==> src/rtl/pipelined_addsub_pkg.sv <==
// rtl/pipelined_addsub_pkg.sv - shared types and helpers for pipelined_addsub
package addsub_pkg;

  typedef enum logic {OP_ADD = 1'b0, OP_SUB = 1'b1} op_t;

  function automatic int chunk_w(input int n, input int stages);
    return n / stages;
  endfunction

  // Limits are built 64 bits wide; callers truncate to the operand width.
  function automatic logic [63:0] sat_max(input int n);
    return (64'd1 << (n - 1)) - 64'd1;
  endfunction

  function automatic logic [63:0] sat_min(input int n);
    return 64'd1 << (n - 1);
  endfunction

endpackage

==> src/rtl/pipelined_addsub_chunk_adder.sv <==
// rtl/pipelined_addsub_chunk_adder.sv - combinational ripple adder for one pipeline chunk
module chunk_adder
  import addsub_pkg::*;
#(
  parameter int W = 4
) (
  input  logic [W-1:0] x,
  input  logic [W-1:0] y,
  input  logic         cin,
  output logic [W-1:0] s,
  output logic         cout,
  output logic         c_msb_in
);

  logic c;

  always_comb begin
    c        = cin;
    c_msb_in = cin;
    s        = '0;
    for (int i = 0; i < W; i++) begin
      if (i == W - 1) c_msb_in = c;
      s[i] = x[i] ^ y[i] ^ c;
      c    = (x[i] & y[i]) | (c & (x[i] ^ y[i]));
    end
    cout = c;
  end

endmodule

==> src/rtl/pipelined_addsub.sv <==
// rtl/pipelined_addsub.sv - N-bit add/sub split into STAGES registered carry chunks
// Defining ADDSUB_SAT_EN clamps the result to the signed limit on overflow.
module pipelined_addsub
  import addsub_pkg::*;
#(
  parameter int N      = 8,
  parameter int STAGES = 2
) (
  input  logic         clk,
  input  logic         rst_n,
  input  logic         in_valid,
  output logic         in_ready,
  input  logic [N-1:0] a,
  input  logic [N-1:0] b,
  input  logic         sub,
  output logic         out_valid,
  input  logic         out_ready,
  output logic [N-1:0] sum,
  output logic         carry_out,
  output logic         overflow
);

  localparam int CHUNK = chunk_w(N, STAGES);

  if (N % STAGES != 0) begin : g_bad_cfg
    $error("pipelined_addsub: N must be a multiple of STAGES");
  end

  logic              advance;
  logic              op_sub;
  logic [STAGES-1:0] valid_q;
  logic [STAGES-1:0] carry_q;
  logic [N-1:0]      a_q   [STAGES];
  logic [N-1:0]      b_q   [STAGES];
  logic [N-1:0]      res_q [STAGES];
  logic              overflow_q;

  logic [N-1:0]      x_w   [STAGES];
  logic [N-1:0]      y_w   [STAGES];
  logic [N-1:0]      r_w   [STAGES];
  logic [STAGES-1:0] cin_w;
  logic [STAGES-1:0] cout_w;
  logic              cmsb_w [STAGES];
  logic [CHUNK-1:0]  s_w   [STAGES];
  logic [N-1:0]      res_d [STAGES];
  logic              overflow_d;

  assign advance  = !valid_q[STAGES-1] || out_ready;
  assign in_ready = advance;
  assign op_sub   = (op_t'(sub) == OP_SUB);

  // Full operands ride along every stage; each stage only consumes its own chunk.
  always_comb begin
    x_w[0]   = a;
    y_w[0]   = b ^ {N{op_sub}};
    cin_w[0] = op_sub;
    r_w[0]   = '0;
    for (int k = 1; k < STAGES; k++) begin
      x_w[k]   = a_q[k-1];
      y_w[k]   = b_q[k-1];
      cin_w[k] = carry_q[k-1];
      r_w[k]   = res_q[k-1];
    end
  end

  for (genvar k = 0; k < STAGES; k++) begin : g_stage
    chunk_adder #(.W(CHUNK)) u_add (
      .x        (x_w[k][k*CHUNK +: CHUNK]),
      .y        (y_w[k][k*CHUNK +: CHUNK]),
      .cin      (cin_w[k]),
      .s        (s_w[k]),
      .cout     (cout_w[k]),
      .c_msb_in (cmsb_w[k])
    );
  end

  always_comb begin
    for (int k = 0; k < STAGES; k++) begin
      res_d[k]                   = r_w[k];
      res_d[k][k*CHUNK +: CHUNK] = s_w[k];
    end
    overflow_d = cout_w[STAGES-1] ^ cmsb_w[STAGES-1];
`ifdef ADDSUB_SAT_EN
    if (overflow_d) begin
      res_d[STAGES-1] = x_w[STAGES-1][N-1] ? N'(sat_min(N)) : N'(sat_max(N));
    end
`endif
  end

  always_ff @(posedge clk or negedge rst_n) begin
    if (!rst_n) begin
      valid_q    <= '0;
      carry_q    <= '0;
      overflow_q <= 1'b0;
      for (int k = 0; k < STAGES; k++) begin
        a_q[k]   <= '0;
        b_q[k]   <= '0;
        res_q[k] <= '0;
      end
    end else if (advance) begin
      valid_q[0] <= in_valid;
      for (int k = 1; k < STAGES; k++) begin
        valid_q[k] <= valid_q[k-1];
      end
      for (int k = 0; k < STAGES; k++) begin
        a_q[k]     <= x_w[k];
        b_q[k]     <= y_w[k];
        res_q[k]   <= res_d[k];
        carry_q[k] <= cout_w[k];
      end
      overflow_q <= overflow_d;
    end
  end

  assign out_valid = valid_q[STAGES-1];
  assign sum       = res_q[STAGES-1];
  assign carry_out = carry_q[STAGES-1];
  assign overflow  = overflow_q;

endmodule

==> config.mk <==
export PLATFORM = sky130hd
export DESIGN_NAME = pipelined_addsub
export DESIGN_NICKNAME = d
export VERILOG_FILES = /design/src/rtl/pipelined_addsub_pkg.sv /design/src/rtl/pipelined_addsub_chunk_adder.sv /design/src/rtl/pipelined_addsub.sv
export SDC_FILE = /design/constraint.sdc
export NUM_CORES = 1
export LEC_CHECK = 0
export CORE_MARGIN = 5
export CORE_UTILIZATION = 48
export DETAILED_ROUTE_END_ITERATION = 8
export PLACE_DENSITY = 0.79
export SLEW_MARGIN = 20
export SYNTH_ARGS = -nofsm -noshare
export SYNTH_HDL_FRONTEND = slang
export SYNTH_SLANG_ARGS = --single-unit
==> constraint.sdc <==
create_clock -name clk -period 2.5 [get_ports clk]
set_input_delay 0.5 -clock clk [delete_from_list [all_inputs] [get_ports clk]]
set_output_delay 0.5 -clock clk [all_outputs]
set_load 0.01 [all_outputs]
### After elaboration in Yosys (flattened, before gate mapping)

Cells that the tools add are included.

* reductions and logical operators: 2
* add/subtract/negate cells: 0
* multipliers: 0
* magnitude comparators: 0
* eq/ne operators: 0
* divide/modulo/power cells: 0
* bitwise operators: 42
* shift-type cells: 0
* mux-type cells: 0

Operator list (number)
* $xor A1 B1 Y1: 17
* $and A1 B1 Y1: 16
* $or A1 B1 Y1: 8
* $xor A8 B8 Y8: 1
* $logic_not A1 Y1: 1
* $logic_or A1 B1 Y1: 1

* ROM bits: 0
* input bits: 21
* latch bits: 0
* output and inout bits: 12
* bits in registers: 33
* bits in writable memories: 0
* memories kept: 0

### Depth between registers and ports, before layout

* word-level depth: 10
* depth in mapped cells: 9
* mapped depth without buffers: 9

### Hierarchy

A second synthesis with hierarchy kept.

* cells, all modules: 88
* area, all modules: 1333.8 µm²

By module, submodules not included
* pipelined_addsub: area an instance 1113.6 µm², times used 1, cells each 64, sequential area each 625.6 µm²
* chunk_adder: area an instance 110.1 µm², times used 2, cells each 12, sequential area each 0.0 µm²

### Worst setup path before layout

No wires, ideal clock.

* path kind: input to register
* start: in sub
* end: reg res_q, in the netlist r_w[3]
* slack: 0.161 ns
* library setup time: 0.125 ns
* cell stages on the path: 8
* arrival time: 2.214 ns
* buffers on the path: 1
* path through: buf_2 -> mux2_2 -> fa_1 -> inv_1 -> fa_1 -> inv_1 -> fa_1 -> mux2_4

* word-level cells in the longest chain between the ends: 9

RTL lines
* start: declaration: RTL line pipelined_addsub.sv:15 `input logic sub,`
* $xor A8 B8 Y8: RTL line pipelined_addsub.sv:55 `y_w[0] = b ^ {N{op_sub}};`
* $xor A1 B1 Y1: RTL line pipelined_addsub_chunk_adder.sv:24 `c = (x[i] & y[i]) | (c & (x[i] ^ y[i]));`
* $and A1 B1 Y1: RTL line pipelined_addsub_chunk_adder.sv:24
* $or A1 B1 Y1: RTL line pipelined_addsub_chunk_adder.sv:24
* $and A1 B1 Y1: RTL line pipelined_addsub_chunk_adder.sv:24
* $or A1 B1 Y1: RTL line pipelined_addsub_chunk_adder.sv:24
* $and A1 B1 Y1: RTL line pipelined_addsub_chunk_adder.sv:24
* $or A1 B1 Y1: RTL line pipelined_addsub_chunk_adder.sv:24
* $xor A1 B1 Y1 *: RTL line pipelined_addsub_chunk_adder.sv:23 `s[i] = x[i] ^ y[i] ^ c;`
* via g_stage[0].u_add.s[3]: RTL line pipelined_addsub_chunk_adder.sv:10 `output logic [W-1:0] s,`
* end signal: indexed assignment: RTL line pipelined_addsub.sv:108 `res_q[k] <= res_d[k];`
* end: declaration: RTL line pipelined_addsub.sv:35 `logic [N-1:0] res_q [STAGES];`

The timed path passes the listed nets; every way through them passes the cells marked *.
A chain may end at the register's enable or synchronous reset.

### Final worst setup path

* start: in b[0]
* end: reg res_q, in the netlist r_w[3]

* word-level cells in the longest chain between the ends: 9

RTL lines
* start: declaration: RTL line pipelined_addsub.sv:14 `input logic [N-1:0] b,`
* $xor A8 B8 Y8 *: RTL line pipelined_addsub.sv:55
* $xor A1 B1 Y1: RTL line pipelined_addsub_chunk_adder.sv:24
* $and A1 B1 Y1: RTL line pipelined_addsub_chunk_adder.sv:24
* $or A1 B1 Y1 *: RTL line pipelined_addsub_chunk_adder.sv:24
* $and A1 B1 Y1 *: RTL line pipelined_addsub_chunk_adder.sv:24
* $or A1 B1 Y1 *: RTL line pipelined_addsub_chunk_adder.sv:24
* $and A1 B1 Y1 *: RTL line pipelined_addsub_chunk_adder.sv:24
* $or A1 B1 Y1 *: RTL line pipelined_addsub_chunk_adder.sv:24
* $xor A1 B1 Y1 *: RTL line pipelined_addsub_chunk_adder.sv:23
* via g_stage[0].u_add.s[3]: RTL line pipelined_addsub_chunk_adder.sv:10

Marks and branches as above.

==> summary.txt <==
Floorplanning
  – FP Rows: 18
  – Placeable core region: around 0.0025 mm2
  – Width of the chip: 61.6 um
  – Height of the die: 61.6 um
  – Floorplan die area: 0.00380 mm2
  – Initial core utilization: 0.507
  – Number of I/O pins: 33

Placed design
  – Final RePlAce weighted congestion: 0.716
  – HPWL after detailed placement: 1760 um
  – Number of cells after detailed placement: 149
  – Cell Area, Placed: between 0.0015 and 0.002 mm2
  – Number of buffers inserted by port buffering: 32

Global route
  – Total overflow reported by the global router: 0
  – Via count of the first global-routing pass: 829
  – Maximum number of pins on one net before global-route repair: 26
  – Combined global-route utilization of all metal layers: 0.144
  – Global-route wire length before repair: 3870 um
  – Antenna violations before repair: 0

Final layout
  – Number of cells in the finished layout apart from fillers: 153
  – Share of post-route cells with drive strength above 1: 0.252
  – Post-layout net count: 152
  – Area of the multi-input gates: just under 600 um2
  – Post-layout util: 0.661
  – Most common library cell in the layout ignoring fill and taps: clkdlybuf4s50_1
  – Leading cell types in the layout, fill and taps excluded: clkdlybuf4s50_1 (32), dfrtp_1 (25), mux2_4 (13)
  – Count of fill cells added during filler insertion: 203
  – Synthesis-to-finish area growth: 30.4%
  – Inserted Diodes: 0
  – Total area of sequential cells: roughly 630 um2
  – Cell area after layout: 0.00167 mm2

Worst setup path
  – Critical path destination: r_w[3]
  – Path depth of the worst reg2reg path: 9
  – Worst setup slack for register-to-register paths: around 0.22 ns
  – Kind of start point of the critical path: input pin
  – Element type at the critical path end: register
  – Start-to-end type of the worst setup path: in2reg
  – Data arrival time at the worst-slack endpoint: 2.63 ns
  – Worst EP required: 2.72 ns
  – Launching point of the worst reg2reg path: a_q[12]
  – Endpoint of the most critical register-to-register path: overflow
  – Largest fanout on the critical path: 2
  – First element of the critical path: b[0]

Pwr
  – Pleak: 0.000764 uW
  – P per Cell Area: 761 mW/mm2
  – Max rail drop VDD: between 0.4 and 0.5 mV

Route
  – Detail-routed via count per cell: 4.93
  – DRC violations left: 0
  – Violation count after the first detailed-route iteration: 19
  – Initial DRT Pass Iterations: 2
  – Routed vias: approximately 760
  – Wire length reported by the detailed router: around 2400 um
  – Count of antenna-violating nets left after detailed routing: 0
  – Average wire per cell in the routed design: 15.5 um

Clock tree
  – Buffer cell driving the clock tree root: clkbuf_4
  – Post-cts hold buffer count: 0
  – Clock latency of the later-clocked register in the worst-skew pair: ~0.32 ns
  – Number of clock buffers inserted by TritonCTS: 3
  – TritonCTS clock tree: done
  – CTS H-tree lvls: 1
  – Sinks on the clock net: 25
  – Maximum clock path buffer count: 2
  – Clock transition at path regs: 0.14 ns

STA
  – Setup violators final: 0
  – Slew Limit Fails: 0
  – Clock Skews: 0.00473 ns
  – Transition at the pin with the smallest max-transition slack: 0.380 ns
  – Post-route clock period utilization: 0.966
  – Unrepaired setup endpoints after global routing: no
  – Final hold violation count: 0
  – Hold slack: 0.481 ns
  – Post-route minimum period: approximately 2.4 ns
  – Relative max-transition margin: 0.747
  – Highest clock frequency the design can meet: 414 MHz

Synth
  – Synthesized area: 0.00128 mm2
  – Net count of the mapped netlist: 114
  – Most area-consuming cells after synthesis: dfrtp_1 (49%), mux2_4 (14%), fa_1 (11%)
  – Share of the yosys chip area belonging to registers: 0.489
  – Leading area contributor after synthesis: dfrtp_1
  – Share of the synthesized area in the top cell type: 0.489
  – Post-Syn Instances: 86
  – Synth Warn #: 0
  – Count of distinct cell types in the synthesized netlist: 15
  – Avg Cell Area, Syn: 14.9 um2
  – Yosys reg bits: 25

Outcome
  – Result of the run: finished clean

Worst hold path
  – Worst min path class: reg2reg

Run
  – Number of max-capacitance violations reported: 0
==> layout make-up <==
| cell class | instances | area share |
|---|---|---|
| flip-flops and latches | 25 | 0.375 |
| multi-input cells | 47 | 0.349 |
| repair buffers | 37 | 0.215 |
| well taps | 30 | 0.0225 |
| inverters | 10 | 0.0225 |
| clock inverters | 1 | 0.00300 |
| clock buffers | 3 | 0.0135 |
==> how the worst min path moves through the flow <==
stage	startpoint	to	slack, ns	cells past startpoint
2_1_floorplan	rst_n	a_q[12]	0.20	0
3_3_place_gp	valid_q[0]	valid_q[1]	0.45	1
3_5_place_dp	valid_q[0]	valid_q[1]	0.45	1
4_1_cts	valid_q[0]	valid_q[1]	0.48	1
5_1_grt	valid_q[0]	valid_q[1]	0.52	1
6_report	valid_q[0]	valid_q[1]	0.48	1
==> registers in the layout (all words and copies together), names as in the netlist <==
signal / flops
a_q: 4
overflow: 1
valid_q: 2
carry_q: 2
sum: 8
r_w: 4
b_q: 4
==> report_power, final <==
group	internal, uW	total (uW)	leakage (uW)	switching [uW]
logic	321	509	0.000458	188
registers	516	581	0.000289	64.3
clock network	59.9	179	0.0000177	119
==> repair_timing <==
item | in CTS | in global routing
hold endpoints to repair | 0 | 0
setup endpoints to repair | 0 | 1
buffers inserted | 0 | 0
resized for setup | 0 | 3
==> cell usage after synthesis <==
library cell,count
buf_2,1
mux2i_1,2
xnor2_1,4
buf_6,2
inv_1,10
fa_1,7
xor2_1,5
nand2b_1,1
nand2b_4,1
buf_12,1
mux2_4,12
mux2_2,7
a21oi_1,4
dfrtp_1,25
nor3b_1,4
==> per-stage QoR <==
stage                     worst slack, ns  total power, uW  TNS (ns)
after floorplan                     0.161              862         0
after global placement             -0.248             1080    -0.422
after detailed placement           -0.333             1100    -0.578
after CTS                          0.0248             1280         0
after global routing             0.000291             1350         0
final                              0.0859             1270         0
==> worst max-delay path, cell delays in order <==
cell,delay (ns)
clkdlybuf4s50_1,0.50
mux2_4,0.32
fa_2,0.33
inv_1,0.08
fa_1,0.15
inv_1,0.05
fa_1,0.44
mux2_4,0.27
==> cell families after synthesis <==
group           share of synthesized area
mux                                 0.218
buf+inv                            0.0665
fa+ha+maj                           0.110
simple gates                       0.0391
flops                               0.489
compound gates                     0.0157
xor+xnor                           0.0616
==> layer usage <==
layer | wire length (um) | vias to the layer above | global-route usage
met5 | 0 | - | 0
met4 | 28 | 0 | 0.0788
met3 | 81 | 2 | 0.0210
met2 | 1300 | 16 | 0.233
met1 | 961 | 385 | 0.185
li1 | - | 352 | -
Note: power is estimated with default switching activity, not from simulation.
